$ cat src/rtl/vga_pattern_src.sv
// ---------------------------------------------------------------------------
// vga_pattern_src
//
// Test-pattern pixel source for a VGA pipeline. The source walks a frame of
// H_ACTIVE x V_ACTIVE pixels in raster order. For every pixel the downstream
// FIFO accepts, it pushes one RGB565 word. It runs ahead of the display
// controller. The controller's end-of-frame pulse brings it back into
// alignment: the pulse starts a new frame, or aborts one that is running late.
//
// Parameters
//   H_ACTIVE      active pixels per line (>= 8, multiple of 8, <= 4096)
//   V_ACTIVE      active lines per frame (>= 1, <= 4096)
//   CHECKER_LOG2  checker square edge = 2**CHECKER_LOG2 pixels (< 12)
//
// Ports
//   clk_i         pixel clock (shared with vga_ctrl)
//   rst_i         synchronous active-high reset
//   enable_i      clock enable, same as the vga_ctrl enable
//   mode_i        pattern: 0 bars, 1 checker, 2 gradient, 3 solid grey
//   eof_i         end-of-frame pulse from vga_ctrl
//   fifo_full_i   pixel FIFO full
//   fifo_wr_en_o  pixel FIFO write strobe
//   fifo_data_o   RGB565 pixel {r[4:0], g[5:0], b[4:0]}
//   x_o, y_o      coordinates of the pixel currently presented
//   busy_o        high while a frame is being filled
//   resync_o      one-cycle pulse when eof_i aborts an unfinished frame
// ---------------------------------------------------------------------------
module vga_pattern_src #(
    parameter int H_ACTIVE     = 640,
    parameter int V_ACTIVE     = 480,
    parameter int CHECKER_LOG2 = 3
) (
    input  logic        clk_i,
    input  logic        rst_i,
    input  logic        enable_i,
    input  logic [1:0]  mode_i,
    input  logic        eof_i,
    input  logic        fifo_full_i,
    output logic        fifo_wr_en_o,
    output logic [15:0] fifo_data_o,
    output logic [11:0] x_o,
    output logic [11:0] y_o,
    output logic        busy_o,
    output logic        resync_o
);

    localparam logic [11:0] X_LAST = 12'(H_ACTIVE - 1);
    localparam logic [11:0] Y_LAST = 12'(V_ACTIVE - 1);
    localparam int          BAR_W  = H_ACTIVE / 8;

    typedef enum logic [1:0] {
        IDLE = 2'd0,
        FILL = 2'd1,
        DONE = 2'd2
    } state_t;

    state_t      state_reg;
    logic [11:0] x_reg;
    logic [11:0] y_reg;
    logic [1:0]  mode_reg;
    logic        resync_reg;

    logic        wr;
    logic        last_px;

    assign wr      = (state_reg == FILL) && enable_i && !fifo_full_i;
    assign last_px = (x_reg == X_LAST) && (y_reg == Y_LAST);

    // ------------------------------------------------------------------
    // Frame walker
    // ------------------------------------------------------------------
    always_ff @(posedge clk_i) begin
        if (rst_i) begin
            state_reg  <= IDLE;
            x_reg      <= '0;
            y_reg      <= '0;
            mode_reg   <= 2'd0;
            resync_reg <= 1'b0;
        end else begin
            resync_reg <= 1'b0;
            case (state_reg)
                IDLE: begin
                    if (enable_i) begin
                        state_reg <= FILL;
                        x_reg     <= '0;
                        y_reg     <= '0;
                        mode_reg  <= mode_i;
                    end
                end

                FILL: begin
                    if (enable_i && eof_i) begin
                        // The controller has started a new frame. Any write in
                        // this cycle still happens. Restart at the origin.
                        // This counts as a resync only if that write did not
                        // already complete the frame.
                        state_reg  <= FILL;
                        x_reg      <= '0;
                        y_reg      <= '0;
                        mode_reg   <= mode_i;
                        resync_reg <= !(wr && last_px);
                    end else if (wr) begin
                        if (last_px) begin
                            state_reg <= DONE;
                        end else if (x_reg == X_LAST) begin
                            x_reg <= '0;
                            y_reg <= y_reg + 12'd1;
                        end else begin
                            x_reg <= x_reg + 12'd1;
                        end
                    end
                end

                DONE: begin
                    if (enable_i && eof_i) begin
                        state_reg <= FILL;
                        x_reg     <= '0;
                        y_reg     <= '0;
                        mode_reg  <= mode_i;
                    end
                end

                default: begin
                    state_reg <= IDLE;
                    x_reg     <= '0;
                    y_reg     <= '0;
                end
            endcase
        end
    end

    // ------------------------------------------------------------------
    // Colour bars: the bar index is the count of thresholds that x has
    // passed. The thresholds are the constant multiples of the bar width,
    // so no divider is needed.
    // ------------------------------------------------------------------
    logic [6:0] bar_ge;
    logic [2:0] bar_idx;
    logic [15:0] bar_pix;

    generate
        for (genvar gi = 0; gi < 7; gi++) begin : g_bar_thr
            assign bar_ge[gi] = ({1'b0, x_reg} >= 13'((gi + 1) * BAR_W));
        end
    endgenerate

    always_comb begin
        bar_idx = 3'd0;
        for (int i = 0; i < 7; i++) begin
            bar_idx = bar_idx + 3'(bar_ge[i]);
        end
    end

    always_comb begin
        case (bar_idx)
            3'd0:    bar_pix = 16'hFFFF;  // white
            3'd1:    bar_pix = 16'hFFE0;  // yellow
            3'd2:    bar_pix = 16'h07FF;  // cyan
            3'd3:    bar_pix = 16'h07E0;  // green
            3'd4:    bar_pix = 16'hF81F;  // magenta
            3'd5:    bar_pix = 16'hF800;  // red
            3'd6:    bar_pix = 16'h001F;  // blue
            default: bar_pix = 16'h0000;  // black
        endcase
    end

    // ------------------------------------------------------------------
    // Pattern mux. The pixel depends only on the registered state, so it
    // is valid in the same cycle as the write strobe.
    // ------------------------------------------------------------------
    logic checker_bit;
    assign checker_bit = x_reg[CHECKER_LOG2] ^ y_reg[CHECKER_LOG2];

    always_comb begin
        case (mode_reg)
            2'd0:    fifo_data_o = bar_pix;
            2'd1:    fifo_data_o = checker_bit ? 16'hFFFF : 16'h0000;
            2'd2:    fifo_data_o = {x_reg[7:3], y_reg[7:2], ~x_reg[7:3]};
            default: fifo_data_o = 16'h8410;
        endcase
    end

    assign fifo_wr_en_o = wr;
    assign x_o          = x_reg;
    assign y_o          = y_reg;
    assign busy_o       = (state_reg == FILL);
    assign resync_o     = resync_reg;

endmodule
$ cat config.mk
export PLATFORM = sky130hd
export DESIGN_NAME = vga_pattern_src
export DESIGN_NICKNAME = d
export VERILOG_FILES = /design/src/rtl/vga_pattern_src.sv
export SDC_FILE = /design/constraint.sdc
export NUM_CORES = 1
export LEC_CHECK = 0
export ABC_AREA = 1
export CAP_MARGIN = 20
export CELL_PAD_IN_SITES_DETAIL_PLACEMENT = 0
export CELL_PAD_IN_SITES_GLOBAL_PLACEMENT = 2
export CORE_ASPECT_RATIO = 0.5
export CORE_MARGIN = 2
export CORE_UTILIZATION = 27
export CTS_BUF_LIST = sky130_fd_sc_hd__clkbuf_16
export CTS_CLUSTER_DIAMETER = 100
export DETAILED_ROUTE_END_ITERATION = 7
export PLACE_DENSITY_LB_ADDON = 0.1
export SLEW_MARGIN = 25
export SYNTH_ARGS = -nofsm -noshare
export SYNTH_HDL_FRONTEND = slang
export SYNTH_SLANG_ARGS = --single-unit
export TNS_END_PERCENT = 100
$ cat constraint.sdc
create_clock -name clk_i -period 5.8 [get_ports clk_i]
set_input_delay 1.16 -clock clk_i [delete_from_list [all_inputs] [get_ports clk_i]]
set_output_delay 1.16 -clock clk_i [all_outputs]
set_load 0.02 [all_outputs]
=== Yosys cells after proc, flatten, opt, wreduce, memory -nomap -nowiden ===
Cells that the tools add are included.

* Reduce and logical (&&, ||, !) cells: 17
* Bitwise operators: 4
* $add $sub $neg: 8
* Mux-type cells: 24
* Eq/ne operators: 19
* $lt $le $gt $ge: 7

{| class="wikitable"
|+ Operator list
! operator !! number
|-
| two-way mux 12 bit || 10
|-
| case mux 16 bit (7 select lines) || 1
|-
| case mux 12 bit (3 select lines) || 2
|-
| case mux 16 bit (3 select lines) || 1
|-
| greater-or-equal comparator 12 x 9 -> 1 bit, second input constant || 3
|-
| adder 12 x 1 -> 12 bit, second input constant || 2
|-
| greater-or-equal comparator 12 x 8 -> 1 bit, second input constant || 2
|-
| two-way mux 16 bit || 1
|-
| two-way mux 2 bit || 7
|-
| adder 3 x 1 -> 3 bit || 4
|-
| equality test 12 x 10 -> 1 bit, second input constant || 1
|-
| equality test 12 x 9 -> 1 bit, second input constant || 1
|-
| greater-or-equal comparator 12 x 10 -> 1 bit, second input constant || 1
|-
| greater-or-equal comparator 12 x 7 -> 1 bit, second input constant || 1
|-
| equality test 3 bit, second input constant || 3
|-
| inequality test 3 x 1 -> 1 bit, second input constant || 3
|-
| AND reduction 4 bit || 2
|-
| equality test 3 x 2 -> 1 bit, second input constant || 2
|-
| case mux 2 bit (3 select lines) || 1
|-
| logical AND 1 bit || 5
|-
| NOT 5 bit || 1
|-
| AND reduction 5 bit || 1
|-
| equality test 2 x 1 -> 1 bit, second input constant || 2
|-
| equality test 2 bit, second input constant || 2
|-
| other kinds (16) || 20
|}

* Word-level logic and storage cells: 84
* Output and inout bits: 43
* Bits in registers: 29
* Input port bits: 7

=== Logic depth before layout (Yosys ltp) ===
Gate-level depths: netlist of the first run.

* Depth in word-level cells: 10
* Gate-level depth with buffers: 15
* Mapped depth without buffers: 15

=== Least setup slack after synthesis of the first run ===
No wires, ideal clock.

* Kind: register -> output
* Start point: register x_reg[10] (netlist: x_o[10])
* End point: output fifo_data_o[6]
* Data arrival time: 3,586 ps
* Cell stages (with the launch flop): 16
* Slack: 1,054 ps
* Path through: dfxtp_1 -> nor2_1 -> inv_1 -> nor2_1 -> inv_1 -> nor2_1 -> inv_1 -> nor2_1 -> fa_1 -> fa_1 -> inv_1 -> fa_1 -> fa_1 -> or2_2 -> clkbuf_1 -> o211ai_1

* Word-level cells in the longest chain between the ends: 10
* Elaborated cells between the ends (all ways): 22
* Classes of those cells: add/sub (6); order compare (7); eq/ne (6); mux (2); reduce/logical (1)

{| class="wikitable"
|+ Ends and longest elaborated chain
! what !! RTL line !! RTL
|-
| from (decl) || 58 || <nowiki>logic [11:0] x_reg;</nowiki>
|-
| from (signal assigned) || 109 || <nowiki>x_reg <= x_reg + 12'd1;</nowiki>
|-
| greater-or-equal comparator 12 x 7 -> 1 bit or greater-or-equal comparator 12 x 8 -> 1 bit (tied branches) || 143 || <nowiki>assign bar_ge[gi] = ({1'b0, x_reg} >= 13'((gi + 1) * BAR_W));</nowiki>
|-
| adder 1 x 1 -> 2 bit || 150 || <nowiki>bar_idx = bar_idx + 3'(bar_ge[i]);</nowiki>
|-
| adder 2 x 1 -> 3 bit || 150 ||
|-
| adder 3 x 1 -> 3 bit (3 in series) || 150 ||
|-
| adder 3 x 1 -> 3 bit * || 150 ||
|-
| equality test 3 bit, or another cell as far along || 155 || <nowiki>case (bar_idx)</nowiki>
|-
| case mux 16 bit (7 select lines) * || 155 ||
|-
| case mux 16 bit (3 select lines) * || 175 || <nowiki>case (mode_reg)</nowiki>
|-
| to (decl) || 40 || <nowiki>output logic [15:0] fifo_data_o,</nowiki>
|}

Mark *: on every way between the ends. The rest lies on a longest branch, timed or not.

=== Worst setup path in the final report of the first run ===
* Start point: register x_reg[10] (netlist: x_o[10])
* End point: output fifo_data_o[11]

Same word-level chain as after synthesis.

==> reports/results.tsv, run 1 <==
stage	metric	value	unit
route	vias	2557	
clocking	CTS buffer count	5	
sta	hold slack	0.512	ns
clocking	Post-CTS Setup Bufs	0	
power	sw frac	45.2	%
place	Placed Instances	528	
clocking	worst skew pair latency	0.28	ns
critical_path	worst path bufs/invs	6	
critical_path	crit-path max FO	5	
power	Comb pwr share	56.9	%
final_layout	commonest non-fill, non-tap cell in the layout	nand2_1	
critical_path	Cell Chain, Critical Path	nor2_1 > inv_1 > nor2_1 > inv_1 > nor2_1 > inv_1 > nor2_1 > fa_1 > fa_1 > inv_1 > fa_1 > fa_1 > nor2_1 > inv_1 > o211ai_1 > clkdlybuf4s50_1	
sta	Worst Skew	0.00598	ns
route	DR iter-0 viols	141	
synthesis	Syn Nets	394	
route	TritonRoute pass-1 iters	6	
hold_path	Hold Path Depth	2	
sta	RSZ-0062 raised after global routing	no	
critical_path	slowest CP cell	clkdlybuf4s50_1	
place	PortBufs	49	
floorplanning	io pins	50	
place	placed cell area	2940	um^2
floorplanning	Initial Util	27.5	%
power	Reg power frac	21.2	%
power	Design Power	1.13	mW
clocking	clock tree from TritonCTS	built	
final_layout	Nets	436	
clocking	clk sinks	29	
power	Int Power	0.619	mW
critical_path	Critical Path Source Type	register	
synthesis	Ys Warns	0	
hold_path	Hold Crit Class	register to register	
floorplanning	Die Span Y	70.4	um
floorplanning	row count	24	
sta	setup ws final	0.306	ns
synthesis	asr flop ratio synth	0	%
critical_path	CP Capture Type	primary output	
synthesis	FF+latch count, synth	29	
sta	Least-Margin Pin Slew	0.907	ns
critical_path	CP max stage delay	0.63	ns
power	Clock power frac	21.9	%
grt	vias in the first global route	2508	
final_layout	Final Non-Filler Cells	534	
place	Placer Congestion	0.809	
clocking	clock buffer depth	2	
synthesis	Post-Synthesis Cells	376	
power	power per cell area	366	nW/um^2
synthesis	Synth Flop Type	dfxtp_1	
sta	minimum clock period	5.49	ns
floorplanning	total core area	8650	um^2
floorplanning	Die Wd	137	um
power	Peak supply drop	131	uV
route	final routed DRC violation total	0	
grt	initial antenna violation count	0	
route	post-detailed-route count of antenna-violating nets	0	
final_layout	fraction of layout cells with a size suffix above 1	7.19	%
final_layout	Final Util	35.7	%
synthesis	mean area per synthesized cell	6.34	um^2
sta	maximum clock frequency	0.182	GHz
synthesis	Yosys cell types	32	
sta	Final period util	94.7	%
grt	gr ovfl total	0	
power	Leak Pwr	1.30	nW
synthesis	Syn Std Cell Area	2380	um^2
clocking	H-tree levels	2	
critical_path	Worst Reg-to-Reg Cells	8	
synthesis	post-synthesis sequential area ratio	24.4	%
critical_path	Worst EP arrival	4.33	ns
route	post-detailed-routing wire length	7960	um
power	Psw	0.510	mW
final_layout	most frequent cells in the layout	nand2_1 (82), inv_1 (55), nor2_1 (49)	
place	DP Wirelength	5920	um
critical_path	stages on the worst setup path	16	
place	pre-CTS setup slack	0.490	ns
grt	maximum number of pins on one net before global-route repair	28	
final_layout	Finished Cell Area	3090	um^2
sta	Final Hold Viols	0	
critical_path	CP top delay family	adder cells	
clocking	Clk pin slew, worst setup/hold paths	0.05	ns
route	routed vias/inst	4.79	
sta	fin. max-slew vios	0	
outcome	status	finished clean	
critical_path	CP Class	register to primary output	
route	routed length per instance	14.9	um
grt	Global Route Usage Sum	17.3	%
floorplanning	Die ar.	9640	um^2
flow_run	max_cap viols	0	
grt	first-pass GRT wire length	12700	um
sta	Worst slew margin	39.4	%
sta	Setup-failing EPs final	0	
clocking	clk root buf	clkbuf_16	
sta	setup_tns	0	ns
critical_path	Req. time, crit path	4.64	ns
synthesis	number of flops mapped to enable cells by yosys	0	
final_layout	# diodes	0	
final_layout	Syn-to-layout area delta	29.5	%
kinds of logic after synthesis:
| logic type | after synthesis | share of synthesized area [%] |
|---|---|---|
| xor+xnor | 3 | 1.10 |
| fa+ha+maj | 11 | 7.04 |
| simple gates | 210 | 41.7 |
| compound gates | 48 | 12.2 |
| buf+inv | 75 | 13.6 |
| flops | 29 | 24.4 |
area by class of cell:
cell class | instances | area [um^2]
flip-flops and latches | 29 | 581
fillers | 940 | 5560
inverters | 58 | 218
well taps | 117 | 146
multi-input cells | 272 | 1480
repair buffers | 52 | 533
clock inverters | 1 | 5.00
clock buffers | 5 | 125
cells in the mapped netlist (2+ instances only):
cell type / instances / share of area (%)
nand3_1: 33 / 6.9
nand2_1: 82 / 13
fa_1: 4 / 3.4
buf_4: 4 / 1.3
buf_2: 4 / 0.84
nand2_2: 5 / 1.3
or2_2: 3 / 0.79
o211ai_1: 13 / 4.1
dfxtp_1: 29 / 24
nand2_4: 2 / 0.95
ha_1: 7 / 3.7
inv_1: 55 / 8.7
nor2_1: 49 / 7.7
nand3_4: 2 / 1.5
buf_6: 3 / 1.4
nand4_1: 22 / 5.8
inv_2: 3 / 0.47
o21ai_0: 13 / 2.7
nor3_1: 7 / 1.5
a21oi_1: 18 / 3.8
clkbuf_1: 6 / 0.95
xnor2_1: 2 / 0.74
power groups by stage:
stage	Sequential [mW]	Combinational (mW)	Clock, mW
2_1_floorplan	0.243	0.406	0
3_3_place_gp	0.241	0.649	0
3_5_place_dp	0.243	0.653	0
4_1_cts	0.239	0.655	0.252
5_1_grt	0.242	0.699	0.258
6_report	0.240	0.643	0.247
tightest hold or removal path, cell delays in order, from the launching register on:
cell and delay [ns]:
dfxtp_1 0.34, nand2_1 0.07, a21oi_1 0.05
metal layers:
layer	track usage (%)	vias up	wire (um)
met2	26.8	38	3410
met1	24.3	1205	4160
met4	4.47	0	82
met3	3.56	7	315
met5	0	-	0
li1	-	1307	-
repair_timing:
action                                  4_1_cts  5_1_grt
gates resized for setup                       0        8
endpoints found under the setup margin        0        8
hold buffers                                  0        0
worst paths after layout:
path	from	end	slack, ns
hold / removal	state_reg[1]	state_reg[1]	0.51
setup / recovery	x_o[10]	fifo_data_o[11]	0.31
hold reg to reg	state_reg[1]	state_reg[1]	0.51
setup reg to reg	state_reg[1]	x_o[10]	3.51
Note: power is estimated with default switching activity, not from simulation.
==> run 2, diff against run 1 <==
Settings changed: SETUP_SLACK_MARGIN from default to 0.15, SLEW_MARGIN 25 to 5.
==> reports/results.tsv, run 2 (synthesis results as in run 1) <==
stage	metric	value	unit	change
floorplanning	io pins	50		unchanged
grt	maximum number of pins on one net before global-route repair	28		unchanged
sta	setup_tns	0	ns	unchanged
clocking	Post-CTS Setup Bufs	0		unchanged
power	Comb pwr share	56.8	%	about the same
sta	minimum clock period	5.28	ns	-0.209 ns
grt	vias in the first global route	2508		unchanged
critical_path	Cell Chain, Critical Path	nor2_1 > inv_1 > nor2_1 > inv_1 > nor2_1 > inv_1 > nor2_1 > fa_1 > fa_1 > inv_1 > fa_1 > or2_2 > o211ai_1 > clkdlybuf4s50_1		
clocking	CTS buffer count	5		unchanged
flow_run	max_cap viols	0		unchanged
sta	Worst Skew	0.00549	ns	-0.000492 ns
power	Peak supply drop	131	uV	about the same
grt	Global Route Usage Sum	17.3	%	unchanged
clocking	clk root buf	clkbuf_16		
floorplanning	Die ar.	9640	um^2	unchanged
critical_path	Worst EP arrival	4.12	ns	-0.21 ns
floorplanning	Initial Util	27.5	%	unchanged
final_layout	# fillers	938		-0.21%
floorplanning	total core area	8650	um^2	unchanged
place	PortBufs	49		unchanged
power	Leak Pwr	1.32	nW	+1.5%
grt	first-pass GRT wire length	12700	um	unchanged
power	sw frac	45.2	%	about the same
sta	Worst slew margin	40.2	%	+0.84 points
power	Int Power	0.616	mW	-0.50%
route	final routed DRC violation total	0		unchanged
power	power per cell area	363	nW/um^2	-0.74%
sta	Least-Margin Pin Slew	0.895	ns	-0.0125 ns
sta	Final period util	91.1	%	-3.6 points
floorplanning	row count	24		unchanged
final_layout	Final Non-Filler Cells	534		unchanged
critical_path	Critical Path Source Type	register		
critical_path	CP max stage delay	0.64	ns	about the same
sta	Final Hold Viols	0		unchanged
final_layout	# diodes	0		unchanged
route	TritonRoute pass-1 iters	4		-2
clocking	worst skew pair latency	0.28	ns	about the same
final_layout	storage element area	581	um^2	unchanged
final_layout	Syn-to-layout area delta	29.8	%	
floorplanning	Die Wd	137	um	unchanged
place	Placed Instances	528		unchanged
clocking	clock buffer depth	2		unchanged
sta	RSZ-0062 raised after global routing	no		
place	DP Wirelength	5920	um	unchanged
route	post-detailed-routing wire length	7930	um	-0.41%
sta	Setup-failing EPs final	0		unchanged
sta	setup ws final	0.515	ns	+0.209 ns
sta	hold slack	0.512	ns	+0.00000200 ns
sta	fin. max-slew vios	0		unchanged
grt	gr ovfl total	0		unchanged
outcome	status	finished clean		
power	Reg power frac	21.3	%	about the same
route	DR iter-0 viols	144		+2.1%
final_layout	Nets	436		unchanged
critical_path	slowest CP cell	clkdlybuf4s50_1		
power	Design Power	1.12	mW	-0.50%
route	vias	2568		+0.43%
final_layout	most frequent cells in the layout	nand2_1 (82), inv_1 (55), nor2_1 (49)		
route	routed length per instance	14.9	um	-0.41%
place	pre-CTS setup slack	0.490	ns	unchanged
hold_path	Hold Crit Class	register to register		
grt	initial antenna violation count	0		unchanged
power	Psw	0.508	mW	-0.50%
floorplanning	Die Span Y	70.4	um	unchanged
power	Clock power frac	21.9	%	about the same
critical_path	CP Capture Type	primary output		
clocking	clk sinks	29		unchanged
critical_path	Req. time, crit path	4.64	ns	about the same
place	Placer Congestion	0.809		unchanged
route	routed vias/inst	4.81		+0.43%
route	post-detailed-route count of antenna-violating nets	0		unchanged
final_layout	commonest non-fill, non-tap cell in the layout	nand2_1		
final_layout	Multi-input gate area	1480	um^2	unchanged
critical_path	crit-path max FO	5		unchanged
clocking	H-tree levels	2		unchanged
clocking	Clk pin slew, worst setup/hold paths	0.05	ns	about the same
final_layout	fraction of layout cells with a size suffix above 1	7.19	%	unchanged
sta	maximum clock frequency	0.189	GHz	+4.0%
critical_path	CP Class	register to primary output		
clocking	clock tree from TritonCTS	built		
run 2: worst max-delay path: cells and delay by family (launching register included):
kind                       cells  cell delay [ns]
adders and majority gates      3             1.47
and+or+nand+nor                5             0.96
buffers and inverters          5             0.95
DFF                            1             0.33
AOI/OAI and AO/OA              1             0.13
run 2: final cells by class:
class                   count  area share (%)
clock buffers               5            4.05
clock inverters             1           0.162
inverters                  58            7.04
multi-input cells         272            47.8
flip-flops and latches     29            18.8
well taps                 117            4.73
repair buffers             52            17.5
run 2: power by group through the flow:
stage	clock network, mW	logic (mW)	registers, mW
global placement	0	0.649	0.241
global route	0.258	0.696	0.242
floorplan	0	0.406	0.243
detailed placement	0	0.653	0.243
finish	0.246	0.638	0.239
CTS	0.252	0.655	0.239
run 2: through the flow:
step / area, um^2 / utilization, %
6_report: 3090 / 35.8
5_1_grt: 3090 / 35.8
4_1_cts: 3070 / 35.4
3_5_place_dp: 2940 / 33.9
3_3_place_gp: 2940 / 33.9
2_1_floorplan: 2380 / -
run 2: layer usage:
layer  GRT usage (%)  share of wire (%)  vias up
met5               0                  0        -
met4            4.47                1.0        0
met3            3.56                5.1        7
met2            26.8                 43       62
met1            24.3                 51     1194
li1                -                  -     1305
run 2: repair_timing:
item | 4_1_cts | 5_1_grt
setup endpoints to repair | 0 | 11
resized for setup | 0 | 11
hold buffers | 0 | 0
run 2: worst paths after layout:
path | start | endpoint | slack [ns] | cells past startpoint
worst max-delay path | x_o[11] | fifo_data_o[0] | 0.52 | 14
worst min-delay path | state_reg[1] | state_reg[1] | 0.51 | 2
worst max register to register | state_reg[1] | x_o[10] | 3.51 | 8
worst min register to register | state_reg[1] | state_reg[1] | 0.51 | 2
